**src/rtl/bp_me_pkg.sv**
```systemverilog
// rtl/bp_me_pkg.sv - shared ME constants and the bsg_cache packet width helper.
package bp_me_pkg;

    localparam int bsg_cache_opcode_width_lp = 5;

    // opcode + address + data + byte mask
    function automatic int bsg_cache_pkt_width_f(input int paddr_width, input int dword_width);
        return bsg_cache_opcode_width_lp + paddr_width + dword_width + dword_width / 8;
    endfunction

endpackage

`ifndef BSG_CACHE_PKT_WIDTH
`define BSG_CACHE_PKT_WIDTH(addr_mp, data_mp) (bp_me_pkg::bsg_cache_pkt_width_f(addr_mp, data_mp))
`endif

```
**src/rtl/bsg_fifo_1r1w_small.sv**
```systemverilog
// rtl/bsg_fifo_1r1w_small.sv - small circular-buffer FIFO with valid/ready in and valid/yumi out.
module bsg_fifo_1r1w_small
#(
    parameter int width_p = 1,
    parameter int els_p   = 4
) (
    input  logic               clk_i,
    input  logic               reset_i,
    input  logic               v_i,
    output logic               ready_o,
    input  logic [width_p-1:0] data_i,
    output logic               v_o,
    output logic [width_p-1:0] data_o,
    input  logic               yumi_i
);

    localparam int ptr_w = (els_p > 1) ? $clog2(els_p) : 1;
    localparam int cnt_w = $clog2(els_p + 1);

    logic [width_p-1:0] mem [els_p];
    logic [ptr_w-1:0]   rptr, wptr;
    logic [cnt_w-1:0]   cnt;
    logic               push, pop;

    function automatic logic [ptr_w-1:0] ptr_inc(input logic [ptr_w-1:0] p);
        return (p == ptr_w'(els_p - 1)) ? '0 : p + 1'b1;
    endfunction

    assign ready_o = (cnt != cnt_w'(els_p));
    assign v_o     = (cnt != '0);
    assign data_o  = mem[rptr];
    assign push    = v_i & ready_o;
    assign pop     = yumi_i & v_o;

    always_ff @(posedge clk_i or posedge reset_i) begin
        if (reset_i) begin
            rptr <= '0;
            wptr <= '0;
            cnt  <= '0;
        end else begin
            if (push) wptr <= ptr_inc(wptr);
            if (pop)  rptr <= ptr_inc(rptr);
            if (push && !pop)      cnt <= cnt + 1'b1;
            else if (!push && pop) cnt <= cnt - 1'b1;
        end
    end

    always_ff @(posedge clk_i) begin
        if (push) mem[wptr] <= data_i;
    end

endmodule

```
**src/rtl/bp_me_cache_pkt_arbiter.sv**
```systemverilog
// rtl/bp_me_cache_pkt_arbiter.sv - round-robin sharing of one bsg_cache port with in-order response routing.
// Optional packet locking for contiguous multi-word sequences: BP_ME_CACHE_PKT_ARB_LOCK_EN.
module bp_me_cache_pkt_arbiter
    import bp_me_pkg::*;
#(
    parameter int num_req_p         = 2,
    parameter int paddr_width_p     = 40,
    parameter int dword_width_p     = 64,
    parameter int max_outstanding_p = 4,
    localparam int pkt_w = `BSG_CACHE_PKT_WIDTH(paddr_width_p, dword_width_p)
) (
    input  logic                       clk_i,
    input  logic                       reset_i,
    input  logic [num_req_p*pkt_w-1:0] req_pkt_i,
    input  logic [num_req_p-1:0]       req_v_i,
    output logic [num_req_p-1:0]       req_ready_o,
`ifdef BP_ME_CACHE_PKT_ARB_LOCK_EN
    input  logic [num_req_p-1:0]       req_lock_i,
`endif
    output logic [dword_width_p-1:0]   resp_data_o,
    output logic [num_req_p-1:0]       resp_v_o,
    input  logic [num_req_p-1:0]       resp_yumi_i,
    output logic [pkt_w-1:0]           cache_pkt_o,
    output logic                       v_o,
    input  logic                       ready_i,
    input  logic [dword_width_p-1:0]   data_i,
    input  logic                       v_i,
    output logic                       yumi_o
);

    localparam int id_w  = $clog2(num_req_p);
    localparam int cnt_w = $clog2(max_outstanding_p + 1);

    logic [id_w-1:0]      rr_ptr, grant, head, next_ptr;
    logic [cnt_w-1:0]     count;
    logic [num_req_p-1:0] req_cand;
    logic                 grant_v, credit_ok, fire, rr_adv;
    logic                 fifo_ready, fifo_v;
    int                   idx;

`ifdef BP_ME_CACHE_PKT_ARB_LOCK_EN
    logic            locked;
    logic [id_w-1:0] lock_id;

    assign req_cand = locked ? (req_v_i & (num_req_p'(1) << lock_id)) : req_v_i;
    assign rr_adv   = fire & ~req_lock_i[grant];

    always_ff @(posedge clk_i or posedge reset_i) begin
        if (reset_i) begin
            locked  <= 1'b0;
            lock_id <= '0;
        end else if (fire) begin
            locked  <= req_lock_i[grant];
            lock_id <= grant;
        end
    end
`else
    assign req_cand = req_v_i;
    assign rr_adv   = fire;
`endif

    // Walk downward so the candidate closest to rr_ptr is the one left in grant.
    always_comb begin
        grant   = rr_ptr;
        grant_v = 1'b0;
        idx     = 0;
        for (int i = num_req_p - 1; i >= 0; i--) begin
            idx = int'(rr_ptr) + i;
            if (idx >= num_req_p) idx = idx - num_req_p;
            if (req_cand[idx]) begin
                grant   = id_w'(idx);
                grant_v = 1'b1;
            end
        end
    end

    assign next_ptr    = (grant == id_w'(num_req_p - 1)) ? '0 : grant + 1'b1;
    assign credit_ok   = (count < cnt_w'(max_outstanding_p)) & fifo_ready;
    assign v_o         = ~reset_i & grant_v & credit_ok;
    assign fire        = v_o & ready_i;
    assign cache_pkt_o = req_pkt_i[int'(grant)*pkt_w +: pkt_w];

    always_comb begin
        req_ready_o = '0;
        if (!reset_i && grant_v && credit_ok && ready_i) req_ready_o[grant] = 1'b1;
    end

    // Responses return in issue order, so the queue head names the owner.
    always_comb begin
        resp_v_o = '0;
        if (!reset_i && v_i && fifo_v) resp_v_o[head] = 1'b1;
    end

    assign resp_data_o = data_i;
    assign yumi_o      = ~reset_i & v_i & fifo_v & resp_yumi_i[head];

    bsg_fifo_1r1w_small #(
        .width_p (id_w),
        .els_p   (max_outstanding_p)
    ) id_fifo (
        .clk_i   (clk_i),
        .reset_i (reset_i),
        .v_i     (fire),
        .ready_o (fifo_ready),
        .data_i  (grant),
        .v_o     (fifo_v),
        .data_o  (head),
        .yumi_i  (yumi_o)
    );

    always_ff @(posedge clk_i or posedge reset_i) begin
        if (reset_i) begin
            rr_ptr <= '0;
            count  <= '0;
        end else begin
            if (rr_adv) rr_ptr <= next_ptr;
            if (fire && !yumi_o)      count <= count + 1'b1;
            else if (!fire && yumi_o) count <= count - 1'b1;
        end
    end

    always_ff @(posedge clk_i) begin
        if (!reset_i) assert (!(v_i && !fifo_v));
    end

endmodule

```
**config.mk**
```make
export PLATFORM = sky130hd
export DESIGN_NAME = bp_me_cache_pkt_arbiter
export DESIGN_NICKNAME = d
export VERILOG_FILES = /design/src/rtl/bp_me_pkg.sv /design/src/rtl/bsg_fifo_1r1w_small.sv /design/src/rtl/bp_me_cache_pkt_arbiter.sv
export SDC_FILE = /design/constraint.sdc
export NUM_CORES = 1
export LEC_CHECK = 0
export ABC_CLOCK_PERIOD_IN_PS = 3000
export CORE_AREA = 2 2 190 192
export CTS_BUF_LIST = sky130_fd_sc_hd__clkbuf_16
export DETAILED_ROUTE_END_ITERATION = 6
export DIE_AREA = 0 0 192 194
export MAX_ROUTING_LAYER = met4
export PLACE_DENSITY_LB_ADDON = 0.25
export SLEW_MARGIN = 10
export SYNTH_ARGS = -nofsm -noshare
export SYNTH_HDL_FRONTEND = slang
export SYNTH_HIERARCHICAL = 1
export SYNTH_SLANG_ARGS = --single-unit
```
**constraint.sdc**
```tcl
create_clock -name clk_i -period 3 [get_ports clk_i]
set_clock_uncertainty 0.15 [all_clocks]
set_input_delay 0.6 -clock clk_i [delete_from_list [all_inputs] [get_ports clk_i]]
set_output_delay 0.6 -clock clk_i [all_outputs]
set_load 0.02 [all_outputs]
```
==> flow_summary.toml <==
[run_status]
status = "finished clean"

[timing]
max_freq_mhz = 337
hold_slack_ns = 0.363
drv_slew = 0
worst_slew_pin_slew_ns = 0.396
max_slew_margin_pct = 73.3
fin_crit_ns = 2.97
period_share_pct = 98.9
rsz0062_at_grt = "true"
fin_tns_setup_ns = 0
finalSetupViolations = 0
hold_viol = 0

[power_and_ir_drop]
pwr-share-seq_pct = 11.5
leakagePower_nw = 3.11
p_comb_share_pct = 80.9
switchingPower_mw = 1.37
power_frac_clock_pct = 7.6
power_density_nw_per_um2 = 479
intPower_mw = 2.03
ir_worst_vdd_mv = 0.257
swShare_pct = 40.3

[floorplanning]
die-area_um2 = 37200
ioPinCount = 493
initial_utilization_pct = 9.18
dieHeight_um = 194
rows = 69
die_x_um = 192
core_um2 = 35200

[synthesis]
netlist.area_leader.share_pct = 40.9
syn_nets = 580
postSynthAreaPerCell_um2 = 12.2
ys.flop_type = "dfrtp_1"
synthTopCellsByCount = "mux2_4 (88), buf_4 (67), mux2_2 (35)"
synth_seq_cells = 15
synth_edf_count = 4
synthCells = 265
synthArstFlopShare_pct = 73.3
synth_area_leaders = "mux2_4 (41%), buf_4 (16%), mux2_2 (12%)"
synthDistinctLibCells = 29
syn_area_um2 = 3230
synth-seq-area-share_pct = 12.2
yosysWarnings = 6
yosysMostFrequentCell = "mux2_4"
netlist.top_cell.by_area = "mux2_4"

[final_layout]
final_cells = 1051
drive_above_1_share_pct = 30.5
final_core_util_pct = 20.2
syn_to_final_growth_pct = 120
multi_input_area_um2 = 2120
finalNetCount = 906
fillers = 3886
seqCellArea_um2 = 395
diodes = 0

[routing]
drt_iter0_drc = 60
routed_wirelength_mm = 17.1
viasPerCell = 3.09
vias = 3250
first_pass_iters = 4
ant_nets = 0
wl_per_cell_um = 16.3
drc = 0

[global_route]
grt_pass1_wl_mm = 22.2
grt_max_degree = 14
grt_overflow = 0
antenna_found_initial = 0
grt_pass1_vias = 3347
track_usage_pct = 8.37

[setup_path]
critPathSlowestCell = "dlygate4sd2_1"
max_stage_delay_ns = 0.33
cp.arrival_ns = 2.22
critPathTopFamily = "buffers and inverters"
start_kind = "primary input"
crit_type = "in2out"
crit_required_ns = 2.25
path_max_fanout = 11
ff2ff_path_depth = 10
cp_cell_sequence = "dlygate4sd2_1 -> nor2_2 -> o21ai_4 -> buf_12 -> buf_12 -> buf_4 -> mux2_4 -> dlygate4sd2_1"
path_depth = 8
endpoint_kind = "primary output"
critPathBufInv = 5

[clock_network]
clock_latency_ns = 0.24
clkTransAtPathRegs_ns = 0.05
clockBufferDepth = 2
ctsHoldBuffers = 0
cts_tree = "done"
cts_buffers = 3
cts_root_buffer = "clkbuf_16"
cts_max_level = 1
cts_sinks = 15

[placed_design]
dp.cells = 1042
gp_congestion = 0.789
port_buffers = 364
dp_hpwl_mm = 15.1

[job]
drv_cap = 0

[min_path]
hp-class = "reg2reg"
whs_path_depth = 1
-- cell families after synthesis --
family | after synthesis | synth area share, %
compound gates | 5 | 1.51
flops | 15 | 12.2
fa+ha+maj | 9 | 3.95
buf+inv | 84 | 22.4
simple gates | 21 | 4.26
mux | 125 | 54.0
xor+xnor | 6 | 1.62
-- power by group through the flow --
stage	clock network [mW]	logic [mW]	registers [mW]
finish	0.257	2.75	0.393
global route	0.273	2.94	0.409
CTS	0.264	2.77	0.395
detailed placement	0	2.93	0.398
global placement	0	2.94	0.398
floorplan	0	1.85	0.373
-- worst register-to-register path: cells and delay by family (launching register included) --
kind,cells,cell delay (ns)
buffers and inverters,1,0.07
multiplexers,1,0.58
adder cells (fa/ha/maj),2,0.58
XOR/XNOR,2,0.30
flip-flops,1,0.42
AND/OR/NAND/NOR,3,0.37
AO/OA/AOI/OAI,1,0.22
-- path summary, 6_finish.rpt --
kind | start | to | slack [ns]
min | count[0] | count[0] | 0.36
max | req_v_i[1] | cache_pkt_o[15] | 0.03
max in group asynchronous | reset_i | id_fifo/rptr[0] | 1.85
min reg2reg | count[0] | count[0] | 0.36
min in group asynchronous | reset_i | rr_ptr | 0.56
max reg2reg | id_fifo/rptr[0] | id_fifo/cnt[2] | 0.23
-- area by class of cell --
class                           count  share of cell area (%)
Timing Repair Buffer              398                    54.9
Multi-Input combinational cell    166                    29.9
Tap cell                          461                    8.12
Sequential cell                    15                    5.57
Clock buffer                        3                    1.06
Inverter                            7                   0.370
Clock inverter                      1                  0.0704
-- routing by layer --
metal,share of wire [%],track usage (%)
met3,14,3.84
met2,45,13.6
met1,41,9.84
met4,0.37,0.509
met5,0,-
-- cells in the final DEF (no fill, tap or decap) --
master	synthesis	layout
nor3_1	2	1
fa_1	2	2
o21ai_4	1	1
nor2b_1	1	1
mux4_2	1	1
ha_1	7	7
dfrtp_1	11	11
nor3_2	0	1
a22o_1	1	1
nand2_4	1	1
mux2i_1	1	1
nor4b_4	1	1
nor3b_2	0	1
edfxtp_1	4	4
mux2_4	88	88
xor2_1	4	4
clkdlybuf4s15_1	0	34
a22oi_1	1	1
and2_1	5	5
buf_4	67	24
buf_2	0	1
or3_4	1	1
a21boi_2	1	1
mux2_2	35	35
dlymetal6s2s_1	0	5
nor2_1	5	5
xnor2_1	2	2
buf_16	0	1
nor2_2	1	1
o21ai_0	1	1
inv_1	7	7
buf_12	9	9
clkbuf_2	0	9
clkbuf_16	0	3
nand2_1	3	3
clkinv_2	0	1
clkdlybuf4s50_1	0	241
dlygate4sd2_1	0	74
-- flip-flops by register name (all words and copies together) (netlist names) --
name	count
rr_ptr	1
id_fifo/wptr	2
id_fifo/mem	4
id_fifo/rptr	2
count	3
id_fifo/cnt	3
-- through the flow --
stage,instance area [µm²],worst slack (ns),total power [mW]
2_1_floorplan,3240,0.0353,2.23
3_3_place_gp,7080,-0.439,3.34
3_5_place_dp,7080,-0.450,3.33
4_1_cts,7070,0.000590,3.43
5_1_grt,7100,-0.0287,3.62
6_report,7100,0.0327,3.40
-- what timing repair did --
| item | in CTS | in global routing |
|---|---|---|
| gates resized for setup | 124 | 55 |
| buffers inserted | 2 | 2 |
| cloned | 1 | 0 |
| pin swaps | 1 | 0 |
| endpoints found under the setup margin | 121 | 61 |
| endpoints found under the hold margin | 0 | 0 |
Note: power is estimated with default switching activity, not from simulation.
